--- src/rtl/reg_in_fifo.sv ---
// reg_in_fifo: first-word-fall-through synchronous FIFO that buffers producer
// words ahead of the register stage. All status flags are decoded from the
// registered occupancy count, so no handshake input reaches them combinationally.
module reg_in_fifo #(
  parameter int DWIDTH = 32,
  parameter int DEPTH  = 4,
  parameter int CWIDTH = $clog2(DEPTH + 1)
) (
  input  logic              clk_i,
  input  logic              rst_i,
  input  logic              flush_i,
  input  logic              s_valid_i,
  output logic              s_ready_o,
  input  logic [DWIDTH-1:0] s_data_i,
  output logic              m_valid_o,
  input  logic              m_ready_i,
  output logic [DWIDTH-1:0] m_data_o,
  output logic [CWIDTH-1:0] count_o,
  output logic              almost_full_o
);

  localparam int AWIDTH = (DEPTH > 1) ? $clog2(DEPTH) : 1;

  logic [DWIDTH-1:0] mem [DEPTH];
  logic [AWIDTH-1:0] wr_ptr_reg;
  logic [AWIDTH-1:0] rd_ptr_reg;
  logic [CWIDTH-1:0] count_reg;
  logic [CWIDTH-1:0] count_next;
  logic              push;
  logic              pop;
  logic              clear;

  // Handshakes qualify only against registered status, never against each other.
  assign push  = s_valid_i && s_ready_o;
  assign pop   = m_valid_o && m_ready_i;
  assign clear = rst_i || flush_i;

  assign s_ready_o     = (count_reg != CWIDTH'(DEPTH));
  assign m_valid_o     = (count_reg != '0);
  assign almost_full_o = (count_reg >= CWIDTH'(DEPTH - 1));
  assign count_o       = count_reg;

  // Head word falls through; forced to zero whenever the FIFO is empty.
  assign m_data_o = m_valid_o ? mem[rd_ptr_reg] : '0;

  // Storage write; contents are deliberately left untouched by reset or flush.
  always_ff @(posedge clk_i) begin
    if (push && !clear) begin
      mem[wr_ptr_reg] <= s_data_i;
    end
  end

  // Occupancy arithmetic: simultaneous push and pop leave the count unchanged.
  always_comb begin
    count_next = count_reg;
    case ({push, pop})
      2'b10:   count_next = count_reg + CWIDTH'(1);
      2'b01:   count_next = count_reg - CWIDTH'(1);
      default: count_next = count_reg;
    endcase
  end

  // Pointer and count registers; reset and flush both win over any handshake.
  always_ff @(posedge clk_i) begin
    if (clear) begin
      wr_ptr_reg <= '0;
      rd_ptr_reg <= '0;
      count_reg  <= '0;
    end else begin
      if (push) wr_ptr_reg <= wr_ptr_reg + AWIDTH'(1);
      if (pop)  rd_ptr_reg <= rd_ptr_reg + AWIDTH'(1);
      count_reg <= count_next;
    end
  end

endmodule
--- config.mk ---
export PLATFORM = sky130hd
export DESIGN_NAME = reg_in_fifo
export DESIGN_NICKNAME = d
export VERILOG_FILES = /design/src/rtl/reg_in_fifo.sv
export SDC_FILE = /design/constraint.sdc
export NUM_CORES = 1
export LEC_CHECK = 0
export BUFFER_PORTS_ARGS = -buffer_cell sky130_fd_sc_hd__buf_4
export CAP_MARGIN = 20
export CORE_AREA = 4 4 108 110
export DETAILED_ROUTE_END_ITERATION = 6
export DIE_AREA = 0 0 112 114
export PLACE_DENSITY = 0.73
export SYNTH_ARGS = -nofsm -noshare
export SYNTH_HDL_FRONTEND = slang
export SYNTH_SLANG_ARGS = --single-unit
--- constraint.sdc ---
create_clock -name clk_i -period 2.4 [get_ports clk_i]
set_input_delay 0.24 -clock clk_i [delete_from_list [all_inputs] [get_ports clk_i]]
set_output_delay 0.24 -clock clk_i [all_outputs]
set_load 0.05 [all_outputs]
## Yosys cells after proc, flatten, opt, wreduce, memory -nomap -nowiden

Memory sizes are Yosys's and may differ from the RTL's. A register that Yosys moved wholly into a read port is not among the register bits.
Index checks and enable logic that the tools add are counted.

- Add/sub/neg operators: 4
- Divide/modulo/power cells: 0
- Multipliers: 0
- Mux-type cells: 6
- Bitwise operators: 0
- Order comparisons: 1
- Shift-type cells: 0
- Reduce and logical (&&, ||, !) cells: 7
- Eq/ne operators: 3

Operator list:

| cell | count |
|---|---|
| $mux W32 | 1 |
| $pmux W3 S2 | 1 |
| $add A2 B1 Y2 const B | 2 |
| $mux W2 | 2 |
| $add A3 B1 Y3 const B | 1 |
| $ge A3 B2 Y1 const B | 1 |
| $logic_and A1 B1 Y1 | 3 |
| $ne A3 B3 Y1 const B | 1 |
| $reduce_bool A3 Y1 | 1 |
| $sub A3 B1 Y3 const B | 1 |
| $eq A2 B1 Y1 const B | 1 |
| $eq A2 B2 Y1 const B | 1 |
| $mux W1 | 2 |
| $reduce_bool A2 Y1 | 1 |
| $logic_not A1 Y1 | 1 |
| $logic_or A1 B1 Y1 | 1 |

- Input bits: 37
- ROM bits: 0
- Bits in writable memories: 128
- Latch bits: 0
- Memories kept: 1
- Output and inout bits: 38
- Logic and storage cells: 25
- Bits in registers: 7

Memories:

| name | depth | width | rd ports | clocked after Yosys merged registers in | write ports | line | source |
|---|---|---|---|---|---|---|---|
| mem | 4 | 32 | 1 | 1 | 1 | 24 | `logic [DWIDTH-1:0] mem [DEPTH];` |

## Depth between registers and ports, before layout

Gate-level depths: netlist (run 1).

- Depth in word-level cells: 5
- Mapped depth: 10
- Mapped depth without buffers: 9

## Worst setup path after synthesis (run 1)

Ideal clock, no wire load.

- Path type: reg2reg
- Start: register count_reg[2], in the netlist count_o[2]
- End: register count_reg[2], in the netlist count_o[2]
- Setup slack: -515 ps
- Required time: 2330 ps
- Cell stages (with the launch flop): 11
- Data arrival time: 2845 ps
- Clock period less this slack: 2915 ps
- Buffers on the path: 1
- Setup time: 70 ps
- Cells stage by stage: dfxtp_1 or3b_4 and2_0 buf_6 inv_1 ha_1 inv_1 fa_1 xor2_1 or3_2 a21oi_1

- Longest elaborated chain between the ends: 4
- Elaborated cells on any way between the ends: 10
- Classes of those cells: 2 x add/sub; 3 x eq/ne; 1 x mux; 4 x reduce/logical

Ends and longest elaborated chain:

| item | line | source |
|---|---|---|
| start, declared | 27 | `logic [CWIDTH-1:0] count_reg;` |
| start signal, assigned | 72 | `count_reg <= count_next;` |
| $ne A3 B3 Y1 (*) | 38 | `assign s_ready_o = (count_reg != CWIDTH'(DEPTH));` |
| net s_ready_o | 13 | `output logic s_ready_o,` |
| $logic_and A1 B1 Y1 (*) | 34 | `assign push = s_valid_i && s_ready_o;` |
| $eq A2 B1 Y1 or $eq A2 B2 Y1 (tied branches) | 56 | `case ({push, pop})` |
| $pmux W3 S2 or $reduce_bool A2 Y1 (tied branches) | n/a |  |

The timed path passes the listed nets; every way through them passes the cells marked *.
A chain may end at the register's enable or synchronous reset.

==> results of run 1 <==
logic make-up after synthesis:
kind of cell               count (synthesis)
AOI/OAI and AO/OA                          9
xor gates and xnor gates                   2
adders and majority gates                  6
buffers and inverters                     19
DFF                                      137
muxes                                     33
and+or+nand+nor                           53
path summary, 6_finish.rpt:
kind         cells past startpoint  slack [ns]            end           from
max                              4        0.15   m_data_o[13]      flip-flop
min                              3        0.02  wr_ptr_reg[1]      s_valid_i
max reg2reg                      9        0.18     count_o[2]     count_o[2]
min reg2reg                      2        0.50  rd_ptr_reg[0]  rd_ptr_reg[0]
Yosys cell counts (all sizes together):
master  number
or3          2
clkbuf       4
nor2b       33
nor2         4
nor3         1
o31ai        1
mux4        32
a21oi        3
nand2        4
buf          8
xor2         2
and3         4
ha           5
a21o         1
dfxtp        9
o21ai        4
or4b         1
and2         1
fa           1
or3b         1
or2          1
mux2i        1
nand4        1
edfxtp     128
inv          7
layout by cell type, fill, tap and decap left out, types with 3 or more instances in the layout:
cell type and instances:
inv_1 5, mux4_2 32, nor2_1 4, nand2_1 4, clkbuf_16 17, ha_1 4
dfxtp_2 3, clkinv_2 3, dfxtp_1 4, a21oi_1 3, bufinv_16 3, edfxtp_1 128
and3_2 4, dlygate4sd3_1 32, buf_4 78, o21ai_0 4, nor2b_1 33
metal layers:
| layer | track usage (%) | share of wire (%) |
|---|---|---|
| met1 | 20.1 | 43 |
| met2 | 26.0 | 52 |
| met3 | 4.51 | 3.7 |
| met4 | 6.01 | 0.85 |
| met5 | 0 | 0 |
power by group through the flow:
stage | logic, mW | registers [mW] | clock network (mW)
6_report | 0.453 | 2.65 | 2.49
5_1_grt | 0.484 | 2.65 | 2.65
4_1_cts | 0.454 | 2.65 | 2.52
3_5_place_dp | 0.410 | 2.70 | 0
3_3_place_gp | 0.403 | 2.70 | 0
2_1_floorplan | 0.245 | 2.70 | 0
layout make-up:
| cell class | count | area share [%] |
|---|---|---|
| Tap cell | 140 | 2.49 |
| Clock inverter | 13 | 2.19 |
| Sequential cell | 137 | 57.3 |
| Timing Repair Buffer | 114 | 14.0 |
| Clock buffer | 18 | 5.94 |
| Inverter | 7 | 0.409 |
| Multi-Input combinational cell | 103 | 17.7 |
worst register-to-register path, stage by stage (launching register included):
cell and delay [ns]:
dfxtp_4 0.38, or3b_4 0.39, and2_4 0.18, inv_4 0.06
ha_4 0.14, inv_2 0.04, fa_2 0.35, xor2_1 0.17
or3_4 0.32, a21oi_1 0.12
per-stage QoR:
| step | instance area [um2] | power, mW | worst slack, ns |
|---|---|---|---|
| 2_1_floorplan | 5360 | 2.95 | -0.0529 |
| 3_3_place_gp | 6100 | 3.10 | 0.234 |
| 3_5_place_dp | 6100 | 3.11 | 0.180 |
| 4_1_cts | 6990 | 5.63 | 0.0241 |
| 5_1_grt | 7040 | 5.79 | 0.0340 |
| 6_report | 7040 | 5.59 | 0.149 |
what timing repair did:
action | in CTS | in global routing
setup buffers | 0 | 2
pin swaps | 0 | 0
hold endpoints to repair | 128 | 0
hold buffers | 32 | 0
cloned | 0 | 1
setup endpoints to repair | 26 | 20
resized for setup | 1 | 1
==> results summary, run 1 <==
After Yosys synthesis, and, or, nand and nor cells account for 6.19% of the synthesized area. The longest individual stage delay on the worst path is 0.59 ns. The HPWL reported at the end of detailed placement is 5340 um. The worst hold margin came out at 0.0240 ns.

The total power per unit cell area came out at 794 nW/um2. The global routing usage summed across all routing layers is 15.8%. A synthesized cell averages 20.6 um2. Combinational logic is responsible for 8.1% of the overall power. The clock network latency to the later pin of the worst-skew pair is 0.51 ns. The final-stage net count is 423.

From bottom edge to top edge, the die measures 114 um. The maximum level of the CTS H-tree came out at 4. The path class of the tightest hold or removal check is primary input to flip-flop.

The residual overflow from global routing is 0. The worst-case IR drop observed on VDD is 0.534 mV. The count of cells in the finished layout, fillers not included, comes to 532. The count of placed standard cells including taps is 466. The switching part of the total power is 21.4%.

The overall via count from detail_route is 2675. The worst setup path is of the flip-flop to output pin kind. STA puts the critical path data required time at 2.16 ns. The synthesized netlist net count is 302.

The switching power is 1.20 mW. The initial DRC count came out at 133. The first global-routing pass estimated 15000 um of wire. The critical path contains buffers and inverters numbering 2 combined. Summing all multi-input logic gate instances after layout gives 1240 um2. The repair_antennas step left the layout with diodes totalling 0. The placer congestion estimate is 0.647. The proportion of layout cells with a drive suffix above 1 is 41.1%.

The critical path endpoint category is an output pin. For this design the top-level I/O count stands at 75. The mux cell area share after synthesis is 13.7%. The unique cell type count in the Yosys netlist came out at 29. The count of warnings emitted by yosys came out at 0. The number of buffers created by CTS is 17. The number of buffer cells added on primary ports is 74.

The cell area that synthesis handed to floorplanning was 5330 um2. The via count of the first global-routing pass is 2842. The final wirelength is 9410 um. The number of endpoints with negative hold slack in the final report came out at 0. By area, the combinational part of the netlist is dominated by multiplexers. Fill cells in the final layout number 724. The number of standard-cell rows in the floorplan is 38. For the pin with the worst max-slew slack, the measured transition is 0.867 ns. After synthesis, the cell types taking the most area are edfxtp_1 72%, mux4_2 14%, nor2b_1 3.9%.

The detail-routed net length per standard cell is 17.7 um. The worst path in the final design needs a cycle of 2.25 ns, including I/O delays and setup. The register cell area after layout is 4040 um2. The worst-path maximum fanout came out at 19. The clock network power share came out at 44.5%. The total clock sinks came out at 137. The register with the most flip-flops in the final layout is mem.

The synthesis-to-layout area growth is 32.0%. The worst setup path is launched from a flip-flop. The post-synthesis share of cell area spent on full adders, half adders and majority gates came out at 1.55%.

Walking the worst path, the cells encountered are buf_12 > mux4_2 > nor2b_1 > buf_4. The worst clock skew on the final layout is 0.0132 ns. The tree is rooted in a clkbuf_8. The utilization of the core after routing is 65.8%. TritonCTS built the clock tree. The flip-flop and latch count after synthesis is 137. The number of antenna violations at the first check in global routing is 0. In this run the standard cell core region covers 10700 um2. The kind of cell with the highest combined delay along the critical path is flip-flops. The share of synthesized area in the top cell type comes to 72.1%. The clock passes through at most 2 buffers. The cell count after synthesis came out at 259. The final antenna-violating net count is 0.

Sequential cells account for 47.4% of the total power. The fmax came out at 444 MHz. The die covers 12800 um2. The largest net degree at the start of global routing came out at 37. At the worst endpoint, the arrival time is 2.01 ns. The max-cap violation count is 0. The sequential element share of the synthesized area is 75.5%. The leakage component of the power came out at 2.44 nW. The register clock-pin slew on the reported worst setup and hold paths came out at 0.06 ns. The internal power came out at 4.39 mW. The routed via count divided by cell count is 5.03.

The effective utilization at floorplan came out at 49.8%. The flip-flop count of the largest register, all copies and words added came out at 128. The die is 112 um wide. Summed over all instances, the cell type with the most area after synthesis is edfxtp_1. The run finished with clean final reports.

The number of pins with negative max-slew slack in the final report is 0. The first TritonRoute pass finished after 4 iterations. After layout, the worst path uses 93.8% of the clock period.

Setup violations remaining at the end of the flow were counted as 0. The parity-gate share of the synthesized area counting xor and xnor cells came out at 0.328%. The worst max-slew margin expressed relative to the limit came out at 42.2%. The DRC violations left came out at 0.

Summed over all failing endpoints, the final setup total negative slack is 0 ns. Setup repair after global routing left no endpoint under its margin. The compound-cell area share of the yosys netlist came out at 1.06%. Among all stages on the critical path, the largest delay is contributed by dfxtp_2.
Power figures use the tool's default switching activity.
==> run 2: changes to the inputs <==
--- a/config.mk
+++ b/config.mk
@@ -5,11 +5,12 @@
 export SDC_FILE = /design/constraint.sdc
 export NUM_CORES = 1
 export LEC_CHECK = 0
+export ABC_AREA = 1
 export BUFFER_PORTS_ARGS = -buffer_cell sky130_fd_sc_hd__buf_4
 export CAP_MARGIN = 20
-export CORE_AREA = 4 4 108 110
+export CORE_AREA = 4 4 109 111
 export DETAILED_ROUTE_END_ITERATION = 6
-export DIE_AREA = 0 0 112 114
+export DIE_AREA = 0 0 113 115
 export PLACE_DENSITY = 0.73
 export SYNTH_ARGS = -nofsm -noshare
 export SYNTH_HDL_FRONTEND = slang
==> results summary, run 2 <==
The flow ran to the end, and the final reports show no timing, DRC or antenna violations. The detail-routed net length per standard cell came out at 16.6 um (-6.2%). The number of cell instances on the worst register-to-register path is 5 (-4). The final wirelength came out at 12000 um (+28%).

The buffer type at the clock tree root is clkbuf_8. The area enclosed by the die boundary came to 13000 um2 (+1.8%). The number of pins with negative max-slew slack in the final report is 0 (unchanged). The sequential element share of the synthesized area is 73.5% (-1.9 points). The cell at the slowest stage of the critical path is dfxtp_2. The register cell area after layout came out at 4030 um2 (-0.22%).

The residual overflow from global routing came out at 0 (unchanged). edfxtp_1 takes more of the synthesized area than any other cell. The largest net degree at the start of global routing came out at 43 (+16%). The DRC violations left is 0 (unchanged). The final-stage net count is 614 (+45%). The effective utilization at floorplan came out at 50.7% (+0.85 points). The antenna diode count came out at 0 (unchanged). From synthesis to final layout, the design area changed by 31.1%.

The maximum level of the CTS H-tree is 4 (unchanged). The number of detailed-route iterations in the first pass came to 5 (+1). The number of standard-cell rows in the floorplan is 38 (unchanged). In this run the worst hold path is classified as primary input to flip-flop. The leading cell type by number of instances after synthesis is nor2_1. The post-route worst setup slack came to 0.185 ns (+0.0359 ns). The synthesized netlist net count came out at 495 (+64%). The number of antenna violations at the first check in global routing came out at 0 (unchanged). The peak supply drop came out at 0.477 mV (-11%).

By area the synthesized netlist is led by edfxtp_1 70%, nor2_1 9.8%, o21ai_0 3.8%. The overall via count from detail_route came out at 3754 (+40%). Leaving out fill and tap cells, the most frequent cells in the layout are 138 x nor2_1, 128 x edfxtp_1, 86 x buf_4. The library cell used most frequently in the layout, excluding fill and tap cells, is nor2_1. The register clock-pin slew on the reported worst setup and hold paths came to 0.06 ns (about the same).

The final period demand of the worst path came out at 2.21 ns (-0.0359 ns). The placer congestion estimate came out at 0.778 (+20%). The arrival time of the worst setup path is 1.97 ns (-0.04 ns). The number of filler cells placed in the layout is 756 (+4.4%). The combined buffer and inverter count along the critical path came out at 2 (unchanged).

The HPWL reported at the end of detailed placement is 7070 um (+33%). The global routing usage summed across all routing layers is 19.1% (+3.3 points). The number of enable flip-flop cells after synthesis came out at 128 (unchanged). The initial DRC count came to 249 (+87%). The worst clock skew on the final layout is 0.00676 ns (-0.00649 ns). The pre-CTS setup slack is 0.441 ns (+0.261 ns). TritonCTS built the clock tree. The worst-path maximum fanout is 16 (-3). The post-route clock period utilization is 92.3% (-1.5 points). The number of buffers created by CTS came to 17 (unchanged).

The chip height came out at 115 um (+0.88%). The most common flop cell mapped by yosys is edfxtp_1. The share of flip-flops with an asynchronous set or reset after synthesis came out at 0% (unchanged).

The number of endpoints with negative hold slack in the final report was 0 (unchanged). The longest individual stage delay on the worst path is 0.40 ns (-0.19 ns). The fmax came out at 451 MHz (+1.6%). The unique cell type count in the Yosys netlist came out at 18 (-38%). In this run the critical register-to-register path is launched from count_o[0]. The count of warnings emitted by yosys came out at 0 (unchanged). The flip-flop count of the largest register, all copies and words added is 128 (unchanged). The leakage component of the power is 2.67 nW (+9.7%). The actual slew at the worst max-slew pin came out at 0.393 ns (-0.475 ns). The signal on the critical path passes through clkinvlp_4 > nor2_1 > o21ai_0 > a21oi_1 > buf_4. The instance count of the mapped netlist is 452 (+75%). The total power per unit cell area is 817 nW/um2 (+2.9%). The worst register-to-register path ends at mem[2][2].

The number of buffer cells added on primary ports came out at 74 (unchanged). The clock network latency to the later pin of the worst-skew pair is 0.51 ns (about the same). The die span in x is 113 um (+0.89%). The proportion of layout cells with a drive suffix above 1 was 21.8% (-19 points). The worst hold path begins at m_ready_i. The flip-flop and latch count after synthesis came out at 137 (unchanged). The critical path is of the flip-flop to output pin type. The hold path depth is 3 (unchanged).

The via count of the first global-routing pass is 3794 (+33%). The mean instance size in the synthesized netlist is 12.1 um2 (-41%). The footprint of the multi-input gates came to 1260 um2 (+1.2%). The routed via count divided by cell count came out at 5.19 (+3.3%). The worst setup path is launched from a flip-flop.

The area share of the largest cell type after synthesis came out at 70.2% (-1.8 points). The max-cap violation count is 0 (unchanged). Counting flops per register, the top entry is mem.

The boundary pin count came out at 75 (unchanged). The worst max-slew margin expressed relative to the limit came out at 73.8% (+32 points). The total clock sinks is 137 (unchanged). The utilization of the core after routing is 66.5% (+0.67 points). The family with the most delay on the worst path is buffers and inverters.

The slack of the worst reg-to-reg path came out at 0.43 ns (+0.25 ns). The final count of negative-setup-slack endpoints is 0 (unchanged). Setup repair after global routing left no endpoint under its margin. By count the netlist is led by 143 x nor2_1, 128 x edfxtp_1, 41 x o21ai_0.

The wire length of the first global-routing pass came out at 19100 um (+27%). STA classifies the critical path endpoint as an output pin. The final antenna-violating net count came to 0 (unchanged). The required arrival time at the worst endpoint came out at 2.16 ns (about the same). The buffer depth of the longest clock path is 2 (unchanged). The area of the mapped netlist is 5470 um2 (+2.6%). The standard cell core area came out at 10800 um2 (+0.89%).
run 2: per-layer routing:
metal  vias up  routed length, um  global-route usage, %
li1       1816                  -                      -
met1      1799               5000                   23.5
met2       123               6180                   31.8
met3        16                642                   5.63
met4         0                180                   7.93
met5         -                  0                      0
run 2: cell type report:
type,count,area share [%]
Clock inverter,12,2.51
Inverter,20,1.17
Sequential cell,137,56.1
Timing Repair inverter,1,0.105
Timing Repair Buffer,122,14.2
Clock buffer,19,5.88
Multi-Input combinational cell,272,17.6
Tap cell,140,2.44
run 2: power breakdown:
| group | switching (mW) | internal (mW) |
|---|---|---|
| logic | 0.372 | 0.186 |
| registers | 0.0123 | 2.64 |
| clock network | 0.882 | 1.76 |
| total | 1.27 | 4.59 |
run 2: stage by stage:
step	instances	area (um2)	hold slack, ns	setup TNS (ns)	power [mW]
detailed placement	656	6200	0.448	0	3.22
finish	723	7170	0.0601	0	5.86
global placement	656	6200	0.445	0	3.21
floorplan	452	5480	0.339	-15.97	3.02
global route	723	7170	0.0549	0	6.05
CTS	720	7140	0.0296	-0.0852	5.91
run 2: worst max path at each step:
stage	from	to	slack (ns)	cells past startpoint
floorplan	count_o[0]	mem[0][0]	-0.12	4
global placement	count_o[0]	mem[0][24]	0.47	5
detailed placement	flip-flop	m_data_o[5]	0.44	5
CTS	flip-flop	m_data_o[21]	-0.04	5
global route	flip-flop	m_data_o[31]	0.06	5
finish	flip-flop	m_data_o[2]	0.19	5
run 2: kinds of logic (layout without fill, tap and decap cells):
kind of cell	after synthesis	count (layout)	share of synthesized area, %
simple gates	163	163	11.4
flops	137	137	73.5
compound gates	103	103	9.47
buf+inv	43	174	4.09
fa+ha+maj	6	6	1.51
run 2: tightest hold or removal path, delay by kind of cell:
family,cells,cell delay [ns]
buffers and inverters,1,0.12
and+or+nand+nor,1,0.08
AOI/OAI and AO/OA,1,0.08
run 2: repair_timing:
action | in CTS | in global routing
setup endpoints to repair | 32 | 32
setup buffers | 0 | 2
gates cloned | 0 | 1
endpoints found under the hold margin | 129 | 0
gates resized for setup | 4 | 6
hold buffers | 33 | 0
==> run 3: changes to the inputs <==
--- a/config.mk
+++ b/config.mk
@@ -11,7 +11,7 @@
 export CORE_AREA = 4 4 109 111
 export DETAILED_ROUTE_END_ITERATION = 6
 export DIE_AREA = 0 0 113 115
-export PLACE_DENSITY = 0.73
+export PLACE_DENSITY = 0.78
 export SYNTH_ARGS = -nofsm -noshare
 export SYNTH_HDL_FRONTEND = slang
 export SYNTH_SLANG_ARGS = --single-unit
==> results summary, run 3 (synthesized netlist as in run 2, its figures left out) <==
The flow ran to the end, and the final reports show no timing, DRC or antenna violations. The number of detailed-route iterations in the first pass was 4 (-1). The via count of the first global-routing pass is 3739 (-1.4%).

The flip-flop count of the largest register, all copies and words added came out at 128 (unchanged). The overall via count from detail_route is 3715 (-1.0%). The internal power came out at 4.22 mW (-8.2%).

The switching part of the total power came out at 24.7% (+3.1 points). The area growth from synthesis to layout is 30.6%. The maximum level of the CTS H-tree is 4 (unchanged).

The sort of element at the start of the critical path is a flip-flop. The max-cap violation count is 0 (unchanged). The placer congestion estimate is 0.785 (+0.90%).

The die span in x came out at 113 um (unchanged). The fmax is 447 MHz (-1.0%). The standard cell core area came out at 10800 um2 (unchanged). TritonCTS built the clock tree. The number of standard cells in the final layout excluding fillers is 722 (-0.14%). The actual slew at the worst max-slew pin is 0.397 ns (+0.00491 ns). The boundary pin count came to 75 (unchanged). The final-stage net count was 612 (-0.33%). The effective utilization at floorplan came out at 50.7% (unchanged).

The number of buffer cells added on primary ports was 74 (unchanged). The utilization of the core after routing came out at 66.2% (-0.27 points). Ranked by flip-flop count, first place goes to mem.

The critical path endpoint category is an output pin. The initial DRC count came to 305 (+22%). The switching power came out at 1.38 mW (+9.2%). The detail-routed net length per standard cell came to 16.1 um (-2.9%). The slack of the worst reg-to-reg path is 0.44 ns (about the same). The post-route clock period utilization came out at 93.2% (+0.96 points).

The final period demand of the worst path came to 2.24 ns (+0.0230 ns). The final wirelength came out at 11600 um (-3.1%). The summed area of non-filler cells in the final layout is 7140 um2 (-0.40%). The count of placed standard cells including taps came out at 653 (-0.46%).

Among cell families on the critical path, the largest total delay comes from buffers and inverters. The slowest stage of the critical path is the dfxtp_2 cell. The routed via count divided by cell count came to 5.15 (-0.90%). The number of standard-cell rows in the floorplan is 38 (unchanged).

The worst-path maximum fanout is 64 (+48). The longest individual stage delay on the worst path is 0.36 ns (-0.04 ns). The HPWL reported at the end of detailed placement was 6690 um (-5.4%). Setup repair after global routing left no endpoint under its margin.

The number of pins with negative max-slew slack in the final report is 0 (unchanged). The number of antenna violations at the first check in global routing came out at 0 (unchanged). The worst hold path belongs to the class primary input to flip-flop. The antenna diode count is 0 (unchanged). The chip height is 115 um (unchanged).

In the layout the commonest cells are 139 x nor2_1, 128 x edfxtp_1, 82 x buf_4. The startpoint identified for the worst hold timing path is m_ready_i. The combinational share of power came out at 9.9% (+0.4 points). The leakage component of the power came out at 2.65 nW (-1.0%). The total clock sinks is 137 (unchanged). The clock network power share was 42.7% (-2.5 points). The register clock-pin slew on the reported worst setup and hold paths came out at 0.06 ns (about the same).

The largest net degree at the start of global routing came out at 65 (+51%). The combined buffer and inverter count along the critical path is 2 (unchanged). The residual overflow from global routing is 0 (unchanged). The peak supply drop is 0.525 mV (+9.9%).

The global routing usage summed across all routing layers is 18.8% (-0.34 points). The worst max-slew margin expressed relative to the limit is 73.5% (-0.27 points). The most frequent cell on the critical path is nor2_1. The total power consumption of the routed design is 5.60 mW (-4.4%). The worst hold margin is 0.0345 ns (-0.0256 ns). The total power per unit cell area is 784 nW/um2 (-4.0%).

The post-placement cell area was 6200 um2 (about the same). The final antenna-violating net count is 0 (unchanged). The required arrival time at the worst endpoint is 2.16 ns (about the same).

The number of buffers created by CTS came out at 17 (unchanged). The sequential group share of total power is 47.4% (+2.1 points). The proportion of layout cells with a drive suffix above 1 is 22.0% (+0.21 points). The worst clock skew on the final layout came to 0.00604 ns (-0.000711 ns). The buffer type at the clock tree root is clkbuf_8. The arrival time of the worst setup path came out at 2.00 ns (+0.03 ns). The worst register-to-register path begins at count_o[0]. The clock network latency to the later pin of the worst-skew pair is 0.52 ns (about the same). The library cell used most frequently in the layout, excluding fill and tap cells, is nor2_1. The post-route worst setup slack is 0.162 ns (-0.0230 ns).

The pre-CTS setup slack was 0.394 ns (-0.0468 ns). The summed negative setup slack over all endpoints came out at 0 ns (unchanged). The DRC violations left is 0 (unchanged). The area enclosed by the die boundary came out at 13000 um2 (unchanged). Walking the worst path, the cells encountered are buf_8 > nor2_1 > nor2_1 > o21ai_0 > a21oi_1 > buf_4. The number of endpoints with negative hold slack in the final report was 0 (unchanged). The final count of negative-setup-slack endpoints is 0 (unchanged). The wire length of the first global-routing pass is 18900 um (-0.97%).

The classification of the worst setup path is flip-flop to output pin. The buffer depth of the longest clock path is 2 (unchanged).
## run 3: cell count changes in the layout (fill, tap and decap cells not counted), moves of 2 or more
| cell | before | now |
|---|---|---|
| clkinv_1 | 4 | 1 |
| buf_12 | 1 | 4 |
| clkinv_4 | 0 | 6 |
| clkinv_2 | 3 | 0 |
| bufinv_16 | 5 | 1 |
| clkinvlp_4 | 2 | 5 |
| inv_6 | 0 | 4 |
| buf_6 | 2 | 0 |
| clkbuf_1 | 2 | 0 |
| buf_4 | 86 | 82 |
## run 3: per-layer routing
layer	global-route usage, %	routed length (um)
met5	0	0
met4	6.49	151
met3	4.79	650
met2	31.6	5890
met1	23.9	4940
## run 3: repair_timing
item                                    in CTS  in global routing
hold buffers                                33                  0
setup buffers                                1                  2
hold endpoints to repair                   129                  0
endpoints found under the setup margin      32                 20
pin swaps                                    0                  0
resized for setup                            4                  4
cloned                                       1                  0
## run 3: path summary, 6_finish.rpt
path	to	cells past startpoint
max reg2reg	count_o[2]	12
max	m_data_o[31]	6
min reg2reg	flip-flop	2
min	flip-flop	3
## run 3: power groups by stage
stage / logic [mW] / registers [mW] / clock network [mW]
after detailed placement: 0.512 / 2.70 / 0
after global routing: 0.599 / 2.66 / 2.55
after floorplan: 0.312 / 2.71 / 0
final: 0.557 / 2.65 / 2.39
after global placement: 0.504 / 2.70 / 0
after CTS: 0.561 / 2.65 / 2.43
## run 3: layout make-up
type                            instances  area (um2)
Clock buffer                           17         414
Clock inverter                         15         144
Fill cell                             756        3650
Inverter                               20        83.8
Multi-Input combinational cell        272        1250
Sequential cell                       137        4030
Tap cell                              140         175
Timing Repair Buffer                  120        1040
Timing Repair inverter                  1        7.51
## run 3: worst reg2reg max path: cells and delay by family (launching register included)
kind	cells	cell delay, ns
buffers and inverters	3	0.24
DFF	1	0.35
and+or+nand+nor	6	0.54
adders and majority gates	2	0.55
AOI/OAI and AO/OA	1	0.19
